## config.mk

```make
export PLATFORM = sky130hd
export DESIGN_NAME = mem_access_ctrl
export DESIGN_NICKNAME = d
export VERILOG_FILES = /design/src/rtl/mem_access_ctrl_pkg.sv /design/src/rtl/mem_access_ctrl_timeout.sv /design/src/rtl/mem_access_ctrl.sv
export SDC_FILE = /design/constraint.sdc
export NUM_CORES = 1
export LEC_CHECK = 0
export ABC_CLOCK_PERIOD_IN_PS = 1500
export CAP_MARGIN = 40
export CORE_UTILIZATION = 38
export CTS_CLUSTER_SIZE = 8
export DETAILED_ROUTE_END_ITERATION = 7
export GPL_ROUTABILITY_DRIVEN = 1
export PLACE_DENSITY = 0.77
export SLEW_MARGIN = 0
export SYNTH_ARGS = -nofsm -noshare
export SYNTH_HDL_FRONTEND = slang
export SYNTH_SLANG_ARGS = --single-unit
```

## constraint.sdc

```tcl
create_clock -name clk -period 1.5 [get_ports clk]
set_input_delay 0.225 -clock clk [delete_from_list [all_inputs] [get_ports clk]]
set_output_delay 0.225 -clock clk [all_outputs]
set_load 0.02 [all_outputs]
```

## src/rtl/mem_access_ctrl_pkg.sv

```systemverilog
// Shared types for the data-bus access controller: bus request/response
// structs, the 64-bit data word and the controller state encoding.
package mem_access_ctrl_pkg;

   typedef logic [63:0] word_t;
   typedef logic [31:0] addr_t;
   typedef logic [7:0]  strobe_t;

   typedef struct packed {
      logic    valid;
      addr_t   addr;
      strobe_t strobe;
      word_t   data;
   } dbus_req_t;

   typedef struct packed {
      logic  addr_ok;
      logic  data_ok;
      word_t data;
   } dbus_resp_t;

   typedef enum logic [1:0] {IDLE, BUSY, HOLD} mem_state_t;

endpackage

```

## src/rtl/mem_access_ctrl_timeout.sv

```systemverilog
// Bus-timeout counter for mem_access_ctrl; only instantiated when
// MEM_ACCESS_TIMEOUT_EN is defined.
module mem_timeout_counter #(
   parameter int unsigned TIMEOUT_CYCLES = 256
) (
   input  logic clk,
   input  logic resetn,
   input  logic enable_i,
   input  logic clear_i,
   output logic expired_o
);

   localparam int unsigned CNT_W = $clog2(TIMEOUT_CYCLES) + 1;

   logic [CNT_W-1:0] cnt_q, cnt_d;

   always_comb begin
      cnt_d = cnt_q;
      if (clear_i)
         cnt_d = '0;
      else if (enable_i)
         cnt_d = cnt_q + CNT_W'(1);
   end

   always_ff @(posedge clk or negedge resetn) begin
      if (!resetn)
         cnt_q <= '0;
      else
         cnt_q <= cnt_d;
   end

   // Fires during the TIMEOUT_CYCLES-th waiting cycle so the exit edge ends it.
   assign expired_o = enable_i && (cnt_q == CNT_W'(TIMEOUT_CYCLES - 1));

endmodule

```

## src/rtl/mem_access_ctrl.sv

```systemverilog
// Registers the memory-stage data-bus request, holds it until data_ok and
// stalls the pipeline meanwhile. Optional bus timeout: MEM_ACCESS_TIMEOUT_EN.
module mem_access_ctrl
   import mem_access_ctrl_pkg::*;
#(
   parameter int unsigned TIMEOUT_CYCLES = 256
) (
   input  logic       clk,
   input  logic       resetn,
   input  dbus_req_t  req_i,
   input  logic       flush_i,
   input  logic       advance_i,
   output dbus_req_t  dreq_o,
   input  dbus_resp_t dresp_i,
   output logic       stall_o,
   output logic       done_o,
   output word_t      rdata_o,
   output logic       timeout_o
);

   mem_state_t state_q, state_d;
   dbus_req_t  req_q;
   word_t      rdata_q;
   logic       killed_q;
   logic       expired;
   logic       finish;
   logic       accept;

   assign accept = (state_q == IDLE) && req_i.valid && !flush_i;
   assign finish = (state_q == BUSY) && (dresp_i.data_ok || expired);

   always_ff @(posedge clk or negedge resetn) begin
      if (!resetn)
         state_q <= IDLE;
      else
         state_q <= state_d;
   end

   always_comb begin
      state_d = state_q;
      unique case (state_q)
         IDLE: if (accept) state_d = BUSY;
         // A flush arriving with completion counts as a kill.
         BUSY: if (finish) state_d = (killed_q || flush_i) ? IDLE : HOLD;
         HOLD: if (advance_i || flush_i) state_d = IDLE;
         default: state_d = IDLE;
      endcase
   end

   always_comb begin
      dreq_o = '0;
      done_o = 1'b0;
      unique case (state_q)
         BUSY: begin
            dreq_o       = req_q;
            dreq_o.valid = 1'b1;
         end
         HOLD:    done_o = 1'b1;
         default: ;
      endcase
   end

   always_ff @(posedge clk or negedge resetn) begin
      if (!resetn) begin
         req_q    <= '0;
         rdata_q  <= '0;
         killed_q <= 1'b0;
      end else begin
         if (accept) begin
            req_q    <= req_i;
            killed_q <= 1'b0;
         end else if ((state_q == BUSY) && flush_i) begin
            killed_q <= 1'b1;
         end
         if ((state_q == BUSY) && dresp_i.data_ok)
            rdata_q <= (|req_q.strobe) ? '0 : dresp_i.data;
         else if (expired)
            rdata_q <= '0;
      end
   end

   assign stall_o = req_i.valid && !flush_i && (state_q != HOLD);
   assign rdata_o = rdata_q;

`ifdef MEM_ACCESS_TIMEOUT_EN
   logic timeout_q;
   logic unused_ok;

   mem_timeout_counter #(
      .TIMEOUT_CYCLES (TIMEOUT_CYCLES)
   ) u_timeout (
      .clk       (clk),
      .resetn    (resetn),
      .enable_i  ((state_q == BUSY) && !dresp_i.data_ok),
      .clear_i   (state_q != BUSY),
      .expired_o (expired)
   );

   always_ff @(posedge clk or negedge resetn) begin
      if (!resetn)
         timeout_q <= 1'b0;
      else if (expired)
         timeout_q <= 1'b1;
   end

   assign timeout_o = timeout_q;
   assign unused_ok = dresp_i.addr_ok ^ req_q.valid;
`else
   logic unused_ok;

   assign expired   = 1'b0;
   assign timeout_o = 1'b0;
   assign unused_ok = dresp_i.addr_ok ^ req_q.valid ^ (TIMEOUT_CYCLES != 0);
`endif

endmodule

```

==> results.py <==
metrics = {
    "logic_synthesis": {
        "synth_adder_area_share_pct": 0,
        "yosysWarnings": 0,
        "yosys.area.top_type": "dfrtp_1",
        "ys_seq_area_share_pct": 54.3,
        "synthMuxAreaShare_pct": 14.9,
        "synthCells": 653,
        "synthSimpleGateAreaFrac_pct": 16.5,
        "netlist-cell-type-count": 22,
        "synth_fp_nets": 828,
        "yosys.area_share.xor_xnor_pct": 0,
        "synth.top_cell.area_share_pct": 54.3,
        "synth-compound-area-share_pct": 7.38,
        "synth-seq-cells": 171,
        "syn_area_mm2": 0.00788,
        "synth_area_leaders": "dfrtp_1 (54%), mux2_2 (9.4%), and2_1 (8.3%), nand4b_1 (7.1%), o32ai_1 (7.1%)",
        "synth_top_family_by_area": "simple AND/OR/NAND/NOR gates",
        "syn_avg_cell_area_um2": 12.1,
    },
    "sta": {
        "skew_ns": 0.00785,
        "fin_ws_ns": -0.425,
        "setup_tns_ns": -96.29,
        "fmax_mhz": 519,
        "drv_slew": 0,
        "min_period_ns": 1.93,
        "min_period_over_period_pct": 128,
        "hold_viol": 0,
        "rsz0062_at_grt": "true",
        "setup_viol": 341,
    },
    "setup_path": {
        "crit_type": "register to register",
        "r2r-start": "state_q[1]",
        "crit_arrival_ns": 2.23,
        "reg2reg_slack_ns": -0.43,
        "crit_path_start_kind": "register",
        "endpoint_kind": "register",
        "cp.required_ns": 1.80,
        "crit_path_max_fanout": 21,
        "crit_start": "state_q[1]",
    },
    "global_routing": {
        "grt_pass1_vias": 7006,
        "track_usage_pct": 24.1,
        "overflow": 0,
        "grt_pass1_wl_um": 40000,
        "grt_max_degree": 58,
        "antenna_found_initial": 0,
    },
    "final_layout": {
        "fill_cells": 1501,
        "final_cell_mix": "clkdlybuf4s50_1 (235), dfrtp_1 (170), buf_6 (69)",
        "multi_input_area_mm2": 0.00367,
        "num_antenna_cells": 0,
        "regArea_mm2": 0.00428,
        "final_common_cell": "clkdlybuf4s50_1",
        "area_delta_synth_final_pct": 73.6,
        "drive_gt1_share_pct": 39.2,
        "fin_nets": 1191,
    },
    "power_and_ir_drop": {
        "total_power_uw": 15300,
        "cellInternalPower_uw": 10600,
        "power.switching_uw": 4670,
        "p_per_area_mw_per_mm2": 1110,
        "combinationalPowerShare_pct": 33.1,
        "pwr-share-clk_pct": 28.6,
        "ir_worst_vdd_mv": 0.804,
        "switching_share_pct": 30.6,
        "seq_power_share_pct": 38.3,
        "p_leak_uw": 0.00566,
    },
    "cts": {
        "clkSinkCount": 171,
        "cts.path.max_buffers": 2,
        "clock_latency_ns": 0.42,
        "cts-root-buf": "clkbuf_16",
        "path_clk_slew_ns": 0.07,
        "cts_tree": "done",
        "ctsHtreeMaxLevel": 4,
        "cts_buffers": 17,
    },
    "placed_design": {
        "hpwl_um": 16900,
        "port_buffers": 344,
        "gp_congestion": 0.819,
    },
    "min_path": {
        "min-delay-start": "dresp_i[64]",
        "hp-class": "input pin to register",
    },
    "drt": {
        "drc": 0,
        "dr.pass1.iters": 4,
        "wl_per_cell_um": 20.4,
        "drt.antenna.violating_nets": 0,
        "first_iter_violations": 341,
        "vias": 6745,
        "avgViaCountPerCell": 5.19,
        "wl_um": 26500,
    },
    "floorplanning": {
        "num_io_pins": 347,
        "row_count": 52,
        "start_util_pct": 38.8,
        "fp.dieH_um": 146,
        "dieWidth_um": 146,
        "core_mm2": 0.0203,
        "dieArea_mm2": 0.0213,
    },
    "run_status": {
        "run_status": "complete, but fails checks",
        "failed_checks": "negative setup slack",
    },
    "flow_run": {
        "maxCapViolCount": 0,
    },
}
cell usage after synthesis, drive strengths merged:
master and n:
nor2b 2, or4 2, and3b 1, or4bb 1, clkbuf 34, mux2 104, nand4b 64, and2 104
o2bb2ai 1, or3b 1, buf 33, conb 1, dfrtp 171, o32ai 64, nor4b 1, a21o 1
nor3b 1, inv 66, a21oi 1
stage by stage:
step                      setup slack [ns]  area [um^2]  instances  hold WS (ns)  util [%]
after floorplan                     -0.137         8500        653       -0.0706         -
after global placement              -0.454        12400       1241         0.213      61.2
after detailed placement            -0.460        12400       1241         0.208      61.2
after CTS                           -0.460        13200       1283         0.118      65.0
after global routing                -0.491        13700       1299         0.147      67.4
final                               -0.425        13700       1299         0.138      67.4
per-layer routing:
layer | track usage, % | up-vias | wire length, um | part of all wire, %
li1 | - | 3050 | - | -
met1 | 30.8 | 3362 | 10600 | 40
met2 | 40.1 | 304 | 13300 | 50
met3 | 6.47 | 29 | 2170 | 8.2
met4 | 6.82 | 0 | 416 | 1.6
met5 | 0 | - | 0 | 0
worst paths after layout:
| path | endpoint | cells after the start |
|---|---|---|
| setup / recovery | req_q[81] | 6 |
| hold / removal | state_q[0] | 3 |
| setup reg to reg | req_q[81] | 6 |
| hold reg to reg | req_q[60] | 1 |
| max in group asynchronous | req_q[102] | 3 |
| min in group asynchronous | rdata_o[38] | 2 |
cell families (layout without fill, tap and decap cells):
group,after synthesis,in the layout
AO/OA/AOI/OAI,67,67
AND/OR/NAND/NOR,177,177
multiplexers,104,104
flip-flops,171,171
buffers and inverters,133,509
other,1,1
sequential cells by signal (all words and copies together) (netlist names):
register / count
req_q: 104
rdata_o: 64
state_q: 2
killed_q: 1
power groups by stage:
stage | Combinational (uW) | Sequential (uW) | Clock (uW)
finish | 5050 | 5840 | 4370
global route | 5350 | 5940 | 4630
CTS | 4680 | 5810 | 4460
detailed placement | 4420 | 5870 | 0
global placement | 4370 | 5840 | 0
floorplan | 2470 | 5760 | 0
worst max-delay path, cell delays in order, from the launching register on:
cell and delay, ns:
dfrtp_1 0.41, buf_4 0.15, buf_12 0.14, nor4b_4 0.30, buf_12 0.22, buf_12 0.19, mux2_2 0.35
cell type report:
type / instances / area share (%)
sequential: 171 / 31.3
timing repair buffer: 411 / 33.5
clock inverter: 14 / 0.969
tap: 270 / 2.47
clock buffer: 18 / 3.21
inverter: 66 / 1.81
multi-input combinational: 349 / 26.8
timing repair:
action,4_1_cts,5_1_grt
pin swaps,14,2
hold buffers,1,0
hold endpoints to repair,35,0
cloned,5,11
buffers inserted,4,5
gates resized for setup,550,98
endpoints found under the setup margin,340,340
No activity file was read; power rests on OpenSTA's default activity.
